--- config.mk ---
export PLATFORM = sky130hd
export DESIGN_NAME = mem_access_unit
export DESIGN_NICKNAME = d
export VERILOG_FILES = /design/src/rtl/mem_access_unit.sv
export SDC_FILE = /design/constraint.sdc
export NUM_CORES = 1
export LEC_CHECK = 0
export ABC_AREA = 0
export BUFFER_PORTS_ARGS = -buffer_cell sky130_fd_sc_hd__buf_2
export CORE_MARGIN = 8
export CORE_UTILIZATION = 55
export DETAILED_ROUTE_END_ITERATION = 10
export PLACE_DENSITY = 0.82
export SLEW_MARGIN = 20
export SYNTH_ARGS = -nofsm -noshare
export SYNTH_HDL_FRONTEND = slang
export SYNTH_SLANG_ARGS = --single-unit
--- constraint.sdc ---
create_clock -name clk -period 3.8 [get_ports clk]
set_input_delay 0.38 -clock clk [delete_from_list [all_inputs] [get_ports clk]]
set_output_delay 0.38 -clock clk [all_outputs]
set_load 0.005 [all_outputs]
--- src/rtl/mem_access_unit.sv ---
// Load/store front end for the 64-bit data RAM: turns byte-addressed requests into
// doubleword RAM accesses, with read-modify-write for partial stores and extended loads.
module mem_access_unit #(
    parameter int ADDR_W = 10,
    parameter int DATA_W = 64
) (
    input  logic              clk,
    input  logic              rst,
    input  logic              req_valid,
    output logic              req_ready,
    input  logic              req_write,
    input  logic [1:0]        req_size,
    input  logic              req_signed,
    input  logic [ADDR_W+2:0] req_addr,
    input  logic [DATA_W-1:0] req_wdata,
    output logic              resp_valid,
    output logic [DATA_W-1:0] resp_rdata,
    output logic              resp_error,
    output logic              ram_cs,
    output logic              ram_memRead,
    output logic              ram_memWrite,
    output logic [ADDR_W-1:0] ram_address,
    output logic [DATA_W-1:0] ram_writeData,
    input  logic [DATA_W-1:0] ram_readData
);

    typedef enum logic [2:0] {
        IDLE,
        READ,
        CAPTURE,
        WRITE,
        RESP
    } stateType;

    localparam logic [1:0] SIZE_BYTE  = 2'b00;
    localparam logic [1:0] SIZE_HALF  = 2'b01;
    localparam logic [1:0] SIZE_WORD  = 2'b10;
    localparam logic [1:0] SIZE_DWORD = 2'b11;

    stateType          state;
    stateType          nextState;
    logic [ADDR_W+2:0] addrQ;
    logic [1:0]        sizeQ;
    logic              signedQ;
    logic              writeQ;
    logic              errorQ;
    logic [DATA_W-1:0] wdataQ;
    logic [DATA_W-1:0] mdr;
    logic [DATA_W-1:0] rdataQ;

    logic              accept;
    logic              misaligned;
    logic [5:0]        laneShift;
    logic [DATA_W-1:0] laneMask;
    logic [DATA_W-1:0] shiftedRead;
    logic [DATA_W-1:0] loadResult;
    logic [DATA_W-1:0] mergedData;
    logic [DATA_W-1:0] storeData;

    assign req_ready = (state == IDLE);
    assign accept    = req_valid && req_ready;

    always_comb begin
        misaligned = 1'b0;
        case (req_size)
            SIZE_HALF:  misaligned = req_addr[0];
            SIZE_WORD:  misaligned = |req_addr[1:0];
            SIZE_DWORD: misaligned = |req_addr[2:0];
            default:    misaligned = 1'b0;
        endcase
    end

    // NOTE: state and registers use non-blocking assignments; combinational blocks use blocking.
    always_ff @(posedge clk) begin
        if (rst) begin
            state   <= IDLE;
            addrQ   <= '0;
            sizeQ   <= SIZE_BYTE;
            signedQ <= 1'b0;
            writeQ  <= 1'b0;
            errorQ  <= 1'b0;
            wdataQ  <= '0;
            mdr     <= '0;
            rdataQ  <= '0;
        end else begin
            state <= nextState;
            if (accept) begin
                addrQ   <= req_addr;
                sizeQ   <= req_size;
                signedQ <= req_signed;
                writeQ  <= req_write;
                errorQ  <= misaligned;
                wdataQ  <= req_wdata;
            end
            if (state == CAPTURE) begin
                mdr <= ram_readData;
                if (!writeQ) begin
                    rdataQ <= loadResult;
                end
            end
        end
    end

    // NOTE: nextState is defaulted first so no latch is inferred on unlisted paths.
    always_comb begin
        nextState = state;
        case (state)
            IDLE: begin
                if (accept) begin
                    if (misaligned) begin
                        nextState = RESP;
                    end else if (req_write && (req_size == SIZE_DWORD)) begin
                        nextState = WRITE;
                    end else begin
                        nextState = READ;
                    end
                end
            end
            READ:    nextState = CAPTURE;
            CAPTURE: nextState = writeQ ? WRITE : RESP;
            WRITE:   nextState = RESP;
            RESP:    nextState = IDLE;
            default: nextState = IDLE;
        endcase
    end

    // Strobes depend only on the state register, never on the request inputs.
    always_comb begin
        ram_cs       = 1'b0;
        ram_memRead  = 1'b0;
        ram_memWrite = 1'b0;
        case (state)
            READ, CAPTURE: begin
                ram_cs      = 1'b1;
                ram_memRead = 1'b1;
            end
            WRITE: begin
                ram_cs       = 1'b1;
                ram_memWrite = 1'b1;
            end
            default: begin
                ram_cs       = 1'b0;
                ram_memRead  = 1'b0;
                ram_memWrite = 1'b0;
            end
        endcase
    end

    assign laneShift = {addrQ[2:0], 3'b000};

    always_comb begin
        laneMask = '0;
        case (sizeQ)
            SIZE_BYTE: laneMask = 64'h0000_0000_0000_00FF;
            SIZE_HALF: laneMask = 64'h0000_0000_0000_FFFF;
            SIZE_WORD: laneMask = 64'h0000_0000_FFFF_FFFF;
            default:   laneMask = '1;
        endcase
    end

    // Little-endian lanes: alignment guarantees the shifted lanes stay inside the doubleword.
    assign shiftedRead = ram_readData >> laneShift;

    always_comb begin
        loadResult = shiftedRead;
        case (sizeQ)
            SIZE_BYTE: loadResult = signedQ ? {{56{shiftedRead[7]}}, shiftedRead[7:0]}
                                            : {56'b0, shiftedRead[7:0]};
            SIZE_HALF: loadResult = signedQ ? {{48{shiftedRead[15]}}, shiftedRead[15:0]}
                                            : {48'b0, shiftedRead[15:0]};
            SIZE_WORD: loadResult = signedQ ? {{32{shiftedRead[31]}}, shiftedRead[31:0]}
                                            : {32'b0, shiftedRead[31:0]};
            default:   loadResult = shiftedRead;
        endcase
    end

    assign mergedData = (mdr & ~(laneMask << laneShift)) | ((wdataQ & laneMask) << laneShift);
    assign storeData  = (sizeQ == SIZE_DWORD) ? wdataQ : mergedData;

    assign ram_address   = (state != IDLE) ? addrQ[ADDR_W+2:3] : '0;
    assign ram_writeData = (state == WRITE) ? storeData : '0;

    assign resp_valid = (state == RESP);
    assign resp_error = (state == RESP) && errorQ;
    assign resp_rdata = rdataQ;

endmodule

* Word-level counts from Yosys, hierarchy flattened
Cells that the tools add are included.
** Storage, ports and cells
- Register bits :: 213
- Latch bits :: 0
- Bits in writable memories :: 0
- ROM bits :: 0
- Input port bits :: 148
- Output and inout bits :: 144
- Word-level logic and storage cells :: 56
- Memories :: 0
** Operators by class
- Add/sub/neg operators :: 0
- $mul :: 0
- Divide/modulo/power cells :: 0
- $lt $le $gt $ge :: 0
- Equality and inequality tests :: 11
- Shift operators :: 3
- Multiplexer cells :: 17
- Bitwise logic cells :: 5
- Reduce and logical (&&, ||, !) cells :: 11
** Operator list (number)
- $pmux 64 s3 :: 2
- $mux 64 :: 5
- $and 64x64->64 :: 2
- $shl 64x6->64 :: 2
- $not 64->64 :: 1
- $or 64x64->64 :: 1
- $shr 64x6->64 :: 1
- $pmux 3 s4 :: 1
- $mux 10 :: 1
- $mux 3 :: 3
- $eq 2x2->1 const B :: 4
- $eq 3x2->1 const B :: 2
- $reduce_or 3->1 :: 2
- $eq 2x1->1 const B :: 2
- $reduce_or 2->1 :: 2
- $eq 3x1->1 const B :: 1
- $eq 3x3->1 const B :: 1
- $logic_and 1x1->1 :: 3
- $logic_not 3->1 :: 1
- $mux 1 :: 3
- $pmux 1 s3 :: 1
- $reduce_bool 3->1 :: 1
- $logic_not 2->1 :: 1
- $mux 2 :: 1
- 3 further kinds :: 3

* Depth between registers and ports, before layout
- Depth after elaboration :: 8
- Mapped depth :: 10
- Depth with buffers taken out :: 5

* Worst setup path before layout
OpenSTA, ideal clock, no wires.
- Path kind :: register to output
- From :: register addrQ[0]
- To :: output ram_writeData[48]
- Data arrival time :: 1.807 ns
- Data required time :: 3.420 ns
- Slack :: 1.613 ns
- Cell stages (with the launch flop) :: 9
- Buffers on the path :: 4
- Cell sequence :: dfxtp_1 buf_2 buf_4 buf_4 buf_4 a211oi_1 a211o_1 a222oi_1 nor2_1
** On the way
- Longest elaborated chain between the ends :: 6
- Elaborated cells on any way between the ends :: 7
- Classes of those cells :: 2 x shift; 2 x mux; 3 x bitwise
** RTL lines
- start, declared :: RTL line 42 : logic [ADDR_W+2:0] addrQ;
- start signal, assigned :: RTL line 88 : addrQ <= req_addr;
- $shl 64x6->64 :: RTL line 177 : assign mergedData = (mdr & ~(laneMask << laneShift)) | ((wdataQ & laneMask) << laneShift);
- $not 64->64 :: RTL line 177
- $and 64x64->64 :: RTL line 177
- $or 64x64->64 * :: RTL line 177
- $mux 64 * :: RTL line 178 : assign storeData = (sizeQ == SIZE_DWORD) ? wdataQ : mergedData;
- $mux 64 * :: RTL line 181 : assign ram_writeData = (state == WRITE) ? storeData : '0;
- end, declared :: RTL line 23 : output logic [DATA_W-1:0] ram_writeData,
Mark *: on every way between the ends. The rest lies on a longest branch, timed or not.

* Final worst setup path
- From :: register sizeQ[1]
- To :: output ram_writeData[35]
** On the way
- Longest elaborated chain between the ends :: 8
- Elaborated cells on any way between the ends :: 13
- Classes of those cells :: 3 x eq/ne; 2 x shift; 3 x mux; 4 x bitwise; 1 x reduce/logical
** RTL lines
- start, declared :: RTL line 43 : logic [1:0] sizeQ;
- start signal, assigned :: RTL line 89 : sizeQ <= req_size;
- $eq 2x2->1, or another cell as far along :: RTL line 153 : case (sizeQ)
- $pmux 64 s3 :: RTL line 153
- $shl 64x6->64 :: RTL line 177
- $not 64->64 :: RTL line 177
- $and 64x64->64 :: RTL line 177
- $or 64x64->64 :: RTL line 177
- $mux 64 * :: RTL line 178
- $mux 64 * :: RTL line 181
Marks and branches as above.

==> impl_metrics.ini <==
[outcome]
status = finished clean

[floorplanning]
start_util = 0.554
coreArea_sq_um = 21600
die_area_sq_um = 26700
num_io_pins = 292
die_height_um = 163
placementRows = 54
die_x_um = 163

[yosys]
synth_cell_types = 50
synth_edf_count = 0
synth_top_area_share = 0.357
synthAdderAreaFrac = 0
syn_avg_cell_area_sq_um = 7.68
synthSimpleGateAreaFrac = 0.196
synthTopCellsByArea = dfxtp_1, nand2_1, a21oi_1
synth_fp_nets = 1701
synth_compound_area_frac = 0.276
synth_async_sr_flop_share = 0
synth_top_family_by_area = compound AO/OA/AOI/OAI gates
syn_area_sq_um = 11900
synth_flop_cell = dfxtp_1
synth_xor_xnor_area_share = 0
yosysSeqAreaShare = 0.357
synthMuxAreaShare = 0.111
ys_seq_elements = 213
yosysWarnings = 0
postSynthCellCount = 1553
synth_top_cell_by_area = dfxtp_1

[setup_path]
critPathTopFamily = compound AO/OA/AOI/OAI gates
cp_max_fo = 19
crit_slowest_cell = dfxtp_1
worstSetupPathType = flop to output port
cp_cell_sequence = inv_1, nor2_1, a22oi_1, o221ai_1, o211a_1, buf_2
setup.worst_path.end_class = output port
required_ns = 3.42
worstSetupStartpointType = flop
worstPathArrival_ns = 3.22
critPathMaxStageDelay_ns = 0.83
crit_buf_inv = 2

[clock_network]
clk_pin_slew_ns = 0.06
cts.path.max_buffers = 3
clock-sinks = 213
post_cts_resized = 0
cts-buffers-inserted = 24
cts-root-buf = clkbuf_16
post_cts_buffers = 0
hold_buffers = 0
h-tree-depth = 1
cts_tree = done
insertion_delay_ns = 0.54

[power_and_ir_drop]
switching_share = 0.309
pwr-share-clk = 0.384
totalPowerFinal_mw = 5.95
switchingPower_mw = 1.84
ir_worst_vdd_mv = 0.357
intPower_mw = 4.11
p_leak_nw = 5.35
combPwrFrac = 0.191
power_frac_seq = 0.425
p_per_area_nw_per_um2 = 421

[cells_and_area]
areaGrowthSynthToFinish_pct = 18.5
final_common_cell = nand2_1
fin_nets = 1904
drive_gt1_frac = 0.257
most-common-layout-cells = nand2_1, buf_2, dfxtp_1, a21oi_1, nor2_1

[routing]
wl_per_cell_um = 23.8
drc_errors = 0
drt_iter0_markers = 1707
drt_pre_antenna_iters = 6
wirelength_mm = 48.9
ant_nets = 0
highest_layer = met5
viasPerCell = 6.29
num_vias = 12900
wl_met1_mm = 18.9
wl_met2_mm = 21.7
wl_met3_mm = 5.65

[place]
port_buffers = 291
dp_hpwl_mm = 36.0
gp_congestion = 1.05

[min_path]
hp-class = input port to flop

[timing]
rsz0062_at_grt = false
final.min_clock_period_ns = 3.60
relSlewSlack = 0.252
slew_viol_final = 0
setup_violations = 0
setup_tns_ns = 0
max_freq_ghz = 0.278
period_share = 0.946
tightestPinTransition_ns = 1.12
hold_violations = 0
fin_worst_skew_ns = 0.0199

[global_route]
antenna_found_initial = 1
grt_max_degree = 113
grt_pass1_vias = 12300
track_usage = 0.353
overflow = 0
grt_first_pass_wirelength_mm = 73.3

[job]
maxCapViolCount = 0
[layout make-up]
cell class	instances	area, sq um
fill	1882	7420
clock buffer	36	696
inverter	21	78.8
sequential	213	4270
multi-input combinational	1176	6970
clock inverter	6	72.6
antenna	1	2.50
timing repair buffer	320	1690
tap	280	350
[power by group through the flow]
stage                     registers [mW]  clock network, mW  logic [mW]
final                               2.52               2.28        1.14
after global routing                2.53               2.39        1.22
after CTS                           2.51               2.31        1.11
after detailed placement            2.56                  0        1.11
after global placement              2.56                  0        1.10
after floorplan                     2.47                  0       0.776
[tightest hold or removal path, stage by stage]
cell     delay, ns
buf_2         0.09
nand2_1       0.04
a21oi_1       0.05
[state kept, by name, indices dropped and copies added (netlist names)]
name / count
wdataQ: 64
resp_rdata: 64
errorQ: 1
state: 3
signedQ: 1
addrQ: 13
sizeQ: 2
mdr: 64
writeQ: 1
[cell families after synthesis]
| logic type | count (synthesis) |
|---|---|
| buf+inv | 164 |
| compound gates | 480 |
| mux | 108 |
| flops | 213 |
| simple gates | 588 |
[synthesized netlist by cell type, drive strengths merged (2+ instances only)]
library cell / instances
o211ai: 8
nand3: 2
o221ai: 9
clkbuf: 90
mux2: 30
nor2: 139
o22ai: 3
inv: 21
nor3: 4
a31oi: 11
mux4: 16
or2: 5
and2: 5
a222oi: 16
o211a: 14
a211oi: 66
a211o: 2
dfxtp: 213
o21ai: 67
nand2b: 7
nor2b: 15
o2bb2ai: 24
nand3b: 2
nor3b: 2
nand2: 404
a22oi: 38
a21oi: 184
buf: 53
a221oi: 10
o21a: 12
mux2i: 62
a31o: 8
[layer usage]
layer | global-route usage | up-vias
met2 | 0.545 | 908
met3 | 0.0746 | 158
li1 | - | 5872
met4 | 0.178 | 2
met1 | 0.458 | 5967
met5 | 0 | -
[path summary, 6_finish.rpt]
check / slack [ns] / cells past startpoint / to / from
max: 0.20 / 6 / ram_writeData[35] / sizeQ[1]
min: 0.08 / 3 / addrQ[7] / req_addr[7]
max reg2reg: 0.78 / 6 / resp_rdata[21] / addrQ[0]
min reg2reg: 0.45 / 2 / wdataQ[50] / wdataQ[50]
[through the flow]
step	instances	worst slack, ns	util	cell area, sq um	hold slack [ns]
floorplan	1553	1.61	-	11900	0.432
global placement	2010	0.965	0.620	13400	0.438
detailed placement	2010	0.895	0.620	13400	0.442
CTS	2052	0.365	0.656	14100	0.0655
global route	2052	0.193	0.656	14100	0.0801
finish	2053	0.204	0.656	14100	0.0806
Power figures use the tool's default switching activity.
